File: src/rtl/cpu_control_sequencer.sv
// Fetch/decode/execute controller for the eight-bit computer: owns PC and IR, issues datapath strobes.
// Latency 2 cycles (NOP/JMP/LDI/OUT/HLT), 3 (LDA), 4 (ALU ops); each memory cycle with mem_ready low stalls one cycle.
`timescale 1ns/1ps

module cpu_control_sequencer #(
    parameter logic [3:0] RESET_PC      = 4'h0,
    parameter bit         ILLEGAL_HALTS = 1'b0
) (
    input  logic       clk,
    input  logic       rst,
    input  logic       mem_ready,
    input  logic [7:0] mem_rdata,
    output logic       mem_req,
    output logic [3:0] mem_addr,
    output logic [2:0] alu_control,
    output logic       a_load,
    output logic [1:0] a_src,
    output logic       b_load,
    output logic       out_load,
    output logic [3:0] imm,
    output logic       halted,
    output logic [3:0] pc
);

    typedef enum logic [2:0] {
        S_RESET,
        S_FETCH,
        S_DECODE,
        S_MEM,
        S_EXEC,
        S_HALT
    } state_t;

    localparam logic [3:0] OP_NOP = 4'h0;
    localparam logic [3:0] OP_LDA = 4'h1;
    localparam logic [3:0] OP_ADD = 4'h2;
    localparam logic [3:0] OP_SUB = 4'h3;
    localparam logic [3:0] OP_AND = 4'h4;
    localparam logic [3:0] OP_OR  = 4'h5;
    localparam logic [3:0] OP_XOR = 4'h6;
    localparam logic [3:0] OP_JMP = 4'h7;
    localparam logic [3:0] OP_LDI = 4'h8;
    localparam logic [3:0] OP_OUT = 4'hE;
    localparam logic [3:0] OP_HLT = 4'hF;

    localparam logic [1:0] ASRC_ALU = 2'b00;
    localparam logic [1:0] ASRC_MEM = 2'b01;
    localparam logic [1:0] ASRC_IMM = 2'b10;

    state_t     state_q, state_d;
    logic [3:0] pc_q, pc_d;
    logic [7:0] ir_q, ir_d;

    logic [3:0] opcode;
    logic [3:0] operand;

    assign opcode  = ir_q[7:4];
    assign operand = ir_q[3:0];
    assign imm     = operand;
    assign pc      = pc_q;

    function automatic logic [2:0] alu_code(input logic [3:0] op);
        logic [2:0] code;
        code = 3'b000;
        case (op)
            OP_ADD:  code = 3'b001;
            OP_SUB:  code = 3'b010;
            OP_AND:  code = 3'b011;
            OP_OR:   code = 3'b100;
            OP_XOR:  code = 3'b101;
            default: code = 3'b000;
        endcase
        return code;
    endfunction

    always_ff @(posedge clk or posedge rst) begin
        if (rst) begin
            state_q <= S_RESET;
            pc_q    <= RESET_PC;
            ir_q    <= 8'h00;
        end else begin
            state_q <= state_d;
            pc_q    <= pc_d;
            ir_q    <= ir_d;
        end
    end

    always_comb begin
        state_d     = state_q;
        pc_d        = pc_q;
        ir_d        = ir_q;
        mem_req     = 1'b0;
        mem_addr    = 4'h0;
        alu_control = 3'b000;
        a_load      = 1'b0;
        a_src       = ASRC_ALU;
        b_load      = 1'b0;
        out_load    = 1'b0;
        halted      = 1'b0;

        case (state_q)
            S_RESET: begin
                state_d = S_FETCH;
            end

            S_FETCH: begin
                mem_req  = 1'b1;
                mem_addr = pc_q;
                if (mem_ready) begin
                    ir_d    = mem_rdata;
                    pc_d    = pc_q + 4'd1;
                    state_d = S_DECODE;
                end
            end

            S_DECODE: begin
                case (opcode)
                    OP_NOP: state_d = S_FETCH;
                    OP_LDA, OP_ADD, OP_SUB, OP_AND, OP_OR, OP_XOR: state_d = S_MEM;
                    OP_JMP: begin
                        // Overrides the increment applied while this JMP was fetched.
                        pc_d    = operand;
                        state_d = S_FETCH;
                    end
                    OP_LDI: begin
                        a_load  = 1'b1;
                        a_src   = ASRC_IMM;
                        state_d = S_FETCH;
                    end
                    OP_OUT: begin
                        out_load = 1'b1;
                        state_d  = S_FETCH;
                    end
                    OP_HLT: state_d = S_HALT;
                    default: state_d = ILLEGAL_HALTS ? S_HALT : S_FETCH;
                endcase
            end

            S_MEM: begin
                mem_req  = 1'b1;
                mem_addr = operand;
                if (mem_ready) begin
                    if (opcode == OP_LDA) begin
                        a_load  = 1'b1;
                        a_src   = ASRC_MEM;
                        state_d = S_FETCH;
                    end else begin
                        b_load  = 1'b1;
                        state_d = S_EXEC;
                    end
                end
            end

            S_EXEC: begin
                alu_control = alu_code(opcode);
                a_load      = 1'b1;
                a_src       = ASRC_ALU;
                state_d     = S_FETCH;
            end

            S_HALT: begin
                halted = 1'b1;
            end

            default: begin
                state_d = S_RESET;
            end
        endcase
    end

endmodule

File: config.mk
export PLATFORM = sky130hd
export DESIGN_NAME = cpu_control_sequencer
export DESIGN_NICKNAME = d
export VERILOG_FILES = /design/src/rtl/cpu_control_sequencer.sv
export SDC_FILE = /design/constraint.sdc
export NUM_CORES = 1
export LEC_CHECK = 0
export BUFFER_PORTS_ARGS = -buffer_cell sky130_fd_sc_hd__buf_4
export CAP_MARGIN = 10
export CORE_UTILIZATION = 35
export CTS_CLUSTER_DIAMETER = 50
export DETAILED_ROUTE_END_ITERATION = 7
export PLACE_DENSITY = 0.64
export SKIP_CTS_REPAIR_TIMING = 1
export SLEW_MARGIN = 0
export SYNTH_ARGS = -nofsm -noshare
export SYNTH_HDL_FRONTEND = slang
export SYNTH_SLANG_ARGS = --single-unit
File: constraint.sdc
create_clock -name clk -period 1.7 [get_ports clk]
set_input_delay 0.34 -clock clk [delete_from_list [all_inputs] [get_ports clk]]
set_output_delay 0.34 -clock clk [all_outputs]
set_load 0.005 [all_outputs]
==> results of run 1 <==
[metal layers]
| metal | track usage, % | vias to the layer above |
|---|---|---|
| met4 | 5.57 | 0 |
| met2 | 24.8 | 14 |
| met3 | 2.09 | 4 |
| li1 | - | 482 |
| met1 | 22.2 | 467 |
| met5 | 0 | - |
[synth_stat cells, types with 2 or more instances]
| master | n | area share (%) |
|---|---|---|
| nor3_1 | 3 | 1.5 |
| a21oi_1 | 4 | 2.0 |
| inv_1 | 4 | 1.5 |
| or3_1 | 4 | 2.4 |
| o211ai_1 | 2 | 1.5 |
| nand3_1 | 4 | 2.0 |
| nand2_1 | 30 | 11 |
| buf_2 | 3 | 1.5 |
| nand3b_1 | 2 | 1.5 |
| buf_6 | 2 | 2.2 |
| nand4_1 | 2 | 1.2 |
| nor2_1 | 13 | 4.8 |
| buf_4 | 6 | 4.4 |
| o21ai_1 | 2 | 0.98 |
| mux2i_1 | 4 | 3.9 |
| xor2_1 | 2 | 1.7 |
| dfrtp_1 | 15 | 37 |
[placed cells by master (no fill, tap or decap), types with 3 or more instances in the layout]
cell type,count
clkbuf_4,3
or3_1,3
nor2_2,3
dfrtp_1,11
a21oi_1,3
dfrtp_2,4
nand2_1,30
nor2_1,9
mux2i_1,4
buf_4,45
inv_1,4
nand3_1,4
[path summary, 6_finish.rpt]
kind,start,to,slack (ps),depth (start not counted)
hold reg to reg,pc[3]$_DFFE_PP0P_,pc[3]$_DFFE_PP0P_,540,1
min in group clk,mem_rdata[4],ir_q[4]$_DFFE_PP0P_,240,3
setup / recovery,state_q[1]$_DFFE_PP0P_,a_load,-170,5
max in group asynchronous,rst,state_q[0]$_DFFE_PP0P_,1200,2
setup reg to reg,state_q[2]$_DFFE_PP0P_,pc[3]$_DFFE_PP0P_,200,6
hold / removal,rst,ir_q[5]$_DFFE_PP0P_,100,2
[sequential cells by signal, summed over array words and instances (netlist names)]
| name | count |
|---|---|
| ir_q | 8 |
| pc | 4 |
| state_q | 3 |
[power by group through the flow]
stage | logic, uW | clock network, uW | registers [uW]
after global routing | 1680 | 237 | 840
final | 1530 | 209 | 801
after CTS | 1360 | 217 | 783
after global placement | 1320 | 0 | 777
after floorplan | 953 | 0 | 707
after detailed placement | 1350 | 0 | 792
[worst reg2reg max path, delay by kind of cell, from the launching register on]
kind                   cells  cell delay, ps
and+or+nand+nor            1             280
AOI/OAI and AO/OA          3             340
DFF                        1             490
buffers and inverters      2             280
[through the flow]
stage / setup TNS (ps) / instance area, um^2
global route: -2010 / 1400
floorplan: 0 / 1030
finish: -918 / 1400
global placement: 0 / 1280
detailed placement: 0 / 1280
CTS: -1720 / 1310
[cell families (layout without fill, tap and decap cells)]
logic type	Yosys count	count (layout)	share of synthesized area (%)
AO/OA/AOI/OAI	15	15	9.63
XOR/XNOR	2	2	1.71
adder cells (fa/ha/maj)	1	1	1.22
buffers and inverters	15	54	9.51
flip-flops	15	15	36.6
multiplexers	4	4	3.90
AND/OR/NAND/NOR	69	69	37.4
[area by class of cell]
type | instances | share of cell area (%)
Inverter | 4 | 1.07
Multi-Input combinational cell | 91 | 42.7
Tap cell | 31 | 2.76
Clock buffer | 3 | 1.60
Timing Repair Buffer | 46 | 24.4
Clock inverter | 1 | 0.357
Sequential cell | 15 | 27.1
==> qor.yml, run 1 <==
pwr:
  p_total_uw: 2540
  clockPowerShare_pct: 8.2
  pwr-share-comb_pct: 60.2
  cellInternalPower_uw: 1420
  p_per_area_mw_per_mm2: 1810
  seqPwrFrac_pct: 31.6
  leakagePower_uw: 0.000691
  ir_drop_uv: 910
  sw_frac_of_total_pct: 44.0
  power_switching_uw: 1120
synthesis:
  syn-instance-count: 121
  mappedNetlistArea_mm2: 0.00103
  ys_warn_count: 0
  synth_flop_cell: "dfrtp_1"
  synth_edf_count: 0
  synth_seq_cells: 15
  synth.distinct_cells: 36
  avgSynthCellArea_um2: 8.48
  async_flop_share_pct: 100
  syn_nets: 133
  synth_seq_area_share_pct: 36.6
worst_setup_path:
  worstSetupStartpointType: "register"
  crit_family: "simple AND/OR/NAND/NOR gates"
  cpPeakStageDelay_ps: 460
  cp.arrival_ps: 1530
  critPathMaxFanout: 8
  cp.required_ps: 1360
  cp_num_buf_inv: 1
  cp-end-kind: "output port"
  path_cells: "nor3b_4, nand2_4, nor4_4, or3_1, buf_4"
  cp_slowest_cell: "dfrtp_2"
  crit_type: "register to output port"
timing:
  worstMarginPinSlew_ps: 568
  setup_viol: 11
  grt_setup_unrepaired: "yes"
  period_share_pct: 110
  slew_viol_final: 0
  fin_ws_ps: -175
  finalClockSkew_ps: 2.81
  finalHoldViolations: 0
  final.min_clock_period_ps: 1870
  whs_ps: 102
  fmax_mhz: 533
  slew_headroom_pct: 62.1
layout:
  area.sequential_um2: 380
  nFillCells: 269
  finalNonFillerCells: 191
  drive_gt1_share_pct: 45.0
  syn2layout_area_growth_pct: 36.8
  multi_input_area_um2: 599
  finish.net_count: 173
  final_core_util_pct: 50.9
  n_antenna_cell: 0
die:
  dieArea_mm2: 0.00315
  initial_core_util_pct: 37.2
  row_count: 19
  fp.dieH_um: 56.1
  core_area_mm2: 0.00276
  ios: 33
  die_width_um: 56.1
routing:
  vias: 967
  drt_first_iter_violations: 14
  wl_met1_um: 1110
  wl_met2_um: 1210
  finalWirelength_um: 2390
  topRoutingLayerUsed: "met4"
  via_per_inst: 5.06
  drc: 0
  dr.pass1.iters: 4
  wl_met3_um: 40
  ant_nets: 0
  wl_per_cell_um: 12.5
placed_design:
  dp_worst_setup_slack_ps: 74.4
  gp_congestion: 0.813
  dp_cells: 181
  io_buffers: 32
  place_hpwl_um: 1710
grt:
  grt_pass1_vias: 865
  grt_max_degree: 16
  grt_overflow_total: 0
  grt_use_total_pct: 15.8
  grt_pass1_wl_um: 3930
  antenna_found_initial: 0
clocking:
  clk_latency_ps: 280
  cts.sinks: 15
  cts_tree: "built"
  clockBufferDepth: 2
  root_buffer: "clkbuf_4"
  htreeDepth: 1
  clk_pin_slew_ps: 100
  cts_buffers: 3
outcome:
  status: "complete, but fails checks"
  violations: "negative setup slack"
run:
  drv_cap: 0
min_path:
  min_path_type: "input pin to asynchronous set/reset pin"
(Power assumes the default switching activity.)
==> run 2, diff against run 1 <==
CORE_ASPECT_RATIO = 1.1   (was not set)
==> qor.yml, run 2 (same netlist as run 1, synthesis figures left out) <==
timing:
  fin_ws_ps: -167
  setup_viol: 11
  slew_headroom_pct: 62.1
  slew_viol_final: 0
  whs_ps: 94.5
  grt_setup_unrepaired: "yes"
  worstMarginPinSlew_ps: 569
  fmax_mhz: 536
  period_share_pct: 110
  finalClockSkew_ps: 4.36
  finalHoldViolations: 0
  final.min_clock_period_ps: 1870
clocking:
  cts.sinks: 15
  cts_buffers: 3
  clockBufferDepth: 2
  root_buffer: "clkbuf_4"
  htreeDepth: 1
  clk_latency_ps: 290
  cts_tree: "built"
  clk_pin_slew_ps: 100
worst_setup_path:
  cp.required_ps: 1360
  cp-end-kind: "output port"
  crit_type: "register to output port"
  critPathMaxFanout: 5
  cp.arrival_ps: 1530
  r2r_slack_ps: 210
  worstSetupStartpointType: "register"
die:
  ios: 33
  fp.dieH_um: 58.8
  core_area_mm2: 0.00278
  row_count: 20
  die_width_um: 53.6
  dieArea_mm2: 0.00315
  initial_core_util_pct: 36.9
grt:
  grt_pass1_vias: 769
  antenna_found_initial: 0
  grt_overflow_total: 0
  grt_use_total_pct: 15.3
  grt_pass1_wl_um: 3530
  grt_max_degree: 16
routing:
  finalWirelength_um: 2390
  wl_per_cell_um: 12.4
  drc: 0
  dr.pass1.iters: 4
  drt_first_iter_violations: 18
  via_per_inst: 5.02
  ant_nets: 0
  vias: 968
layout:
  layout_commonest_cell: "buf_4"
  final_core_util_pct: 50.1
  final_cell_mix: "buf_4, nand2_1, nor2_1"
  syn2layout_area_growth_pct: 35.6
  finish.net_count: 173
  regMostFlops: "ir_q"
  drive_gt1_share_pct: 41.3
  largest_register_ffs: 8
  final_cell_area_mm2: 0.00139
  n_antenna_cell: 0
placed_design:
  gp_congestion: 0.835
  place_hpwl_um: 1700
  placed_area_mm2: 0.00128
  io_buffers: 32
run:
  drv_cap: 0
pwr:
  p_per_area_mw_per_mm2: 1800
  leakagePower_uw: 0.000689
  ir_drop_uv: 929
min_path:
  min_path_type: "input pin to asynchronous set/reset pin"
outcome:
  status: "complete, but fails checks"
  violations: "negative setup slack"
==> run 2: changes by cell type in the layout (fill, tap and decap cells not counted) <==
cell,previous run,this run
clkinv_2,1,0
buf_4,45,46
or2b_4,1,0
nand2b_1,1,0
clkbuf_1,0,1
nor2_1,9,13
nor2_2,3,0
nor2_4,1,0
nor3_2,2,1
nand2b_4,1,2
clkbuf_2,1,0
nor3_1,1,2
or2b_1,0,1
==> run 2: worst max-delay path, cell delays in order (launching register included) <==
cell	delay (ps)
dfrtp_2	440
nand2b_4	160
or3_4	350
nor3_1	140
buf_4	130
==> run 2: path summary, 6_finish.rpt <==
kind / startpoint / to / depth (start not counted)
max in group asynchronous: rst / state_q[1]$_DFFE_PP0P_ / 2
min: rst / ir_q[0]$_DFFE_PP0P_ / 2
min reg2reg: pc[3]$_DFFE_PP0P_ / pc[3]$_DFFE_PP0P_ / 1
max reg2reg: state_q[0]$_DFFE_PP0P_ / pc[1]$_DFFE_PP0P_ / 4
min in group clk: mem_rdata[1] / ir_q[1]$_DFFE_PP0P_ / 3
max: state_q[1]$_DFFE_PP0P_ / alu_control[0] / 4
==> run 2: final cells by class <==
class                           instances  area, um^2
Clock buffer                            4        26.3
Fill cell                             264        1390
Inverter                                4        15.0
Multi-Input combinational cell         91         583
Sequential cell                        15         380
Tap cell                               33        41.3
Timing Repair Buffer                   46         345
==> run 2: power breakdown <==
group | total, uW | switching [uW] | leakage [uW] | internal [uW]
clock | 217 | 126 | 0.0000150 | 91.3
combinational | 1490 | 697 | 0.000495 | 790
sequential | 803 | 263 | 0.000179 | 540
total | 2510 | 1090 | 0.000689 | 1420
==> run 2: metrics by stage <==
| step | power [uW] | TNS [ps] | std cells | setup WS [ps] |
|---|---|---|---|---|
| 3_5_place_dp | 2130 | 0 | 183 | 82.4 |
| 2_1_floorplan | 1660 | 0 | 121 | 115 |
| 4_1_cts | 2350 | -1690 | 187 | -258 |
| 5_1_grt | 2690 | -2000 | 193 | -226 |
| 3_3_place_gp | 2090 | 0 | 183 | 110 |
| 6_report | 2510 | -1180 | 193 | -167 |
==> run 2: layer usage <==
layer / global-route usage, % / vias up / wire length [um]
met2: 23.6 / 16 / 1250
met1: 22.0 / 466 / 1070
li1: - / 484 / -
met4: 4.51 / 0 / 21
met5: 0 / - / 0
met3: 2.33 / 2 / 48
==> run 3, diff against run 2 <==
CORE_MARGIN = 2   (was not set)
==> qor.yml, run 3 (same netlist as run 1, synthesis figures left out) <==
outcome:
  status: "complete, but fails checks"
  violations: "negative setup slack"
pwr:
  ir_drop_uv: 815
  leakagePower_uw: 0.000701
  p_per_area_mw_per_mm2: 1800
timing:
  final.min_clock_period_ps: 1870
  slew_headroom_pct: 62.6
  finalClockSkew_ps: 5.53
  grt_setup_unrepaired: "yes"
  finalHoldViolations: 0
  setup_viol: 10
  finalSetupTns_ps: -973
  fmax_mhz: 535
  period_share_pct: 110
  worstMarginPinSlew_ps: 561
  whs_ps: 103
  slew_viol_final: 0
  fin_ws_ps: -169
clocking:
  htreeDepth: 1
  root_buffer: "clkbuf_4"
  clockBufferDepth: 2
  clk_pin_slew_ps: 100
  cts.sinks: 15
  cts_tree: "built"
  clk_latency_ps: 280
  cts_buffers: 3
layout:
  multi_input_area_um2: 597
  nFillCells: 257
  area.sequential_um2: 380
  finalNonFillerCells: 195
  largest_register_ffs: 8
  regMostFlops: "ir_q"
  layout_commonest_cell: "buf_4"
  finish.net_count: 175
  final_cell_mix: "buf_4, nand2_1, nor2_1, dfrtp_1"
  n_antenna_cell: 0
  drive_gt1_share_pct: 44.4
  syn2layout_area_growth_pct: 38.4
worst_setup_path:
  worstSetupStartpointType: "register"
  critPathMaxFanout: 6
  crit_type: "register to output port"
  cp-end-kind: "output port"
  cp.arrival_ps: 1530
  cp.required_ps: 1360
die:
  fp.dieH_um: 60.8
  initial_core_util_pct: 36.9
  core_area_mm2: 0.00278
  row_count: 20
  dieArea_mm2: 0.00338
  ios: 33
  die_width_um: 55.6
grt:
  grt_pass1_vias: 880
  grt_overflow_total: 0
  grt_pass1_wl_um: 3950
  antenna_found_initial: 0
  grt_max_degree: 16
  grt_use_total_pct: 14.7
routing:
  drt_first_iter_violations: 10
  finalWirelength_um: 2460
  vias: 953
  wl_per_cell_um: 12.6
  ant_nets: 0
  drc: 0
  dr.pass1.iters: 4
  via_per_inst: 4.89
placed_design:
  place_hpwl_um: 1740
  gp_congestion: 0.824
  dp_cells: 184
  io_buffers: 32
min_path:
  min_path_type: "input pin to asynchronous set/reset pin"
run:
  drv_cap: 0
==> run 3: changes by cell type in the layout (fill, tap and decap cells not counted), sizes merged <==
cell | previous run | this run
buf | 46 | 48
==> run 3: worst paths after layout <==
check                                 endpoint  slack, ps              startpoint  cells after the start
max                                   out_load       -170  state_q[2]$_DFFE_PP0P_                      5
min reg2reg                  pc[3]$_DFFE_PP0P_        550       pc[3]$_DFFE_PP0P_                      1
min in group clk           ir_q[5]$_DFFE_PP0P_        240            mem_rdata[5]                      3
max reg2reg                  pc[1]$_DFFE_PP0P_        140  state_q[1]$_DFFE_PP0P_                      4
max in group asynchronous  ir_q[7]$_DFFE_PP0P_       1200                     rst                      2
min                        ir_q[4]$_DFFE_PP0P_        100                     rst                      2
==> run 3: area by class of cell <==
| type | instances | share of cell area (%) |
|---|---|---|
| inverter | 4 | 1.06 |
| sequential | 15 | 26.8 |
| clock buffer | 4 | 1.85 |
| timing repair buffer | 48 | 25.4 |
| multi-input combinational | 91 | 42.0 |
| tap | 33 | 2.91 |
==> run 3: power breakdown <==
group	switching [uW]	internal, uW	leakage (uW)
combinational	719	829	0.000507
clock	119	91.0	0.0000150
sequential	259	540	0.000179
total	1100	1460	0.000701
==> run 3: metrics by stage <==
| step | area [um^2] | worst slack, ps | total power, uW | util (%) |
|---|---|---|---|---|
| 3_3_place_gp | 1290 | 106 | 2110 | 46.5 |
| 2_1_floorplan | 1030 | 115 | 1660 | - |
| 6_report | 1420 | -169 | 2560 | 51.1 |
| 5_1_grt | 1420 | -242 | 2780 | 51.1 |
| 3_5_place_dp | 1290 | 59.8 | 2150 | 46.5 |
| 4_1_cts | 1320 | -265 | 2360 | 47.5 |
==> run 3: metal layers <==
| metal | track usage [%] | vias up | share of wire [%] |
|---|---|---|---|
| met4 | 5.23 | 0 | 0.53 |
| li1 | - | 484 | - |
| met5 | 0 | - | 0 |
| met2 | 26.2 | 13 | 55 |
| met1 | 18.6 | 454 | 42 |
| met3 | 2.13 | 2 | 2.1 |
==> run 3: worst max-delay path, cell delays in order, from the launching register on <==
cell	delay [ps]
dfrtp_2	480
nor3b_4	270
nand2_4	90
buf_4	140
nor3_2	130
buf_4	140
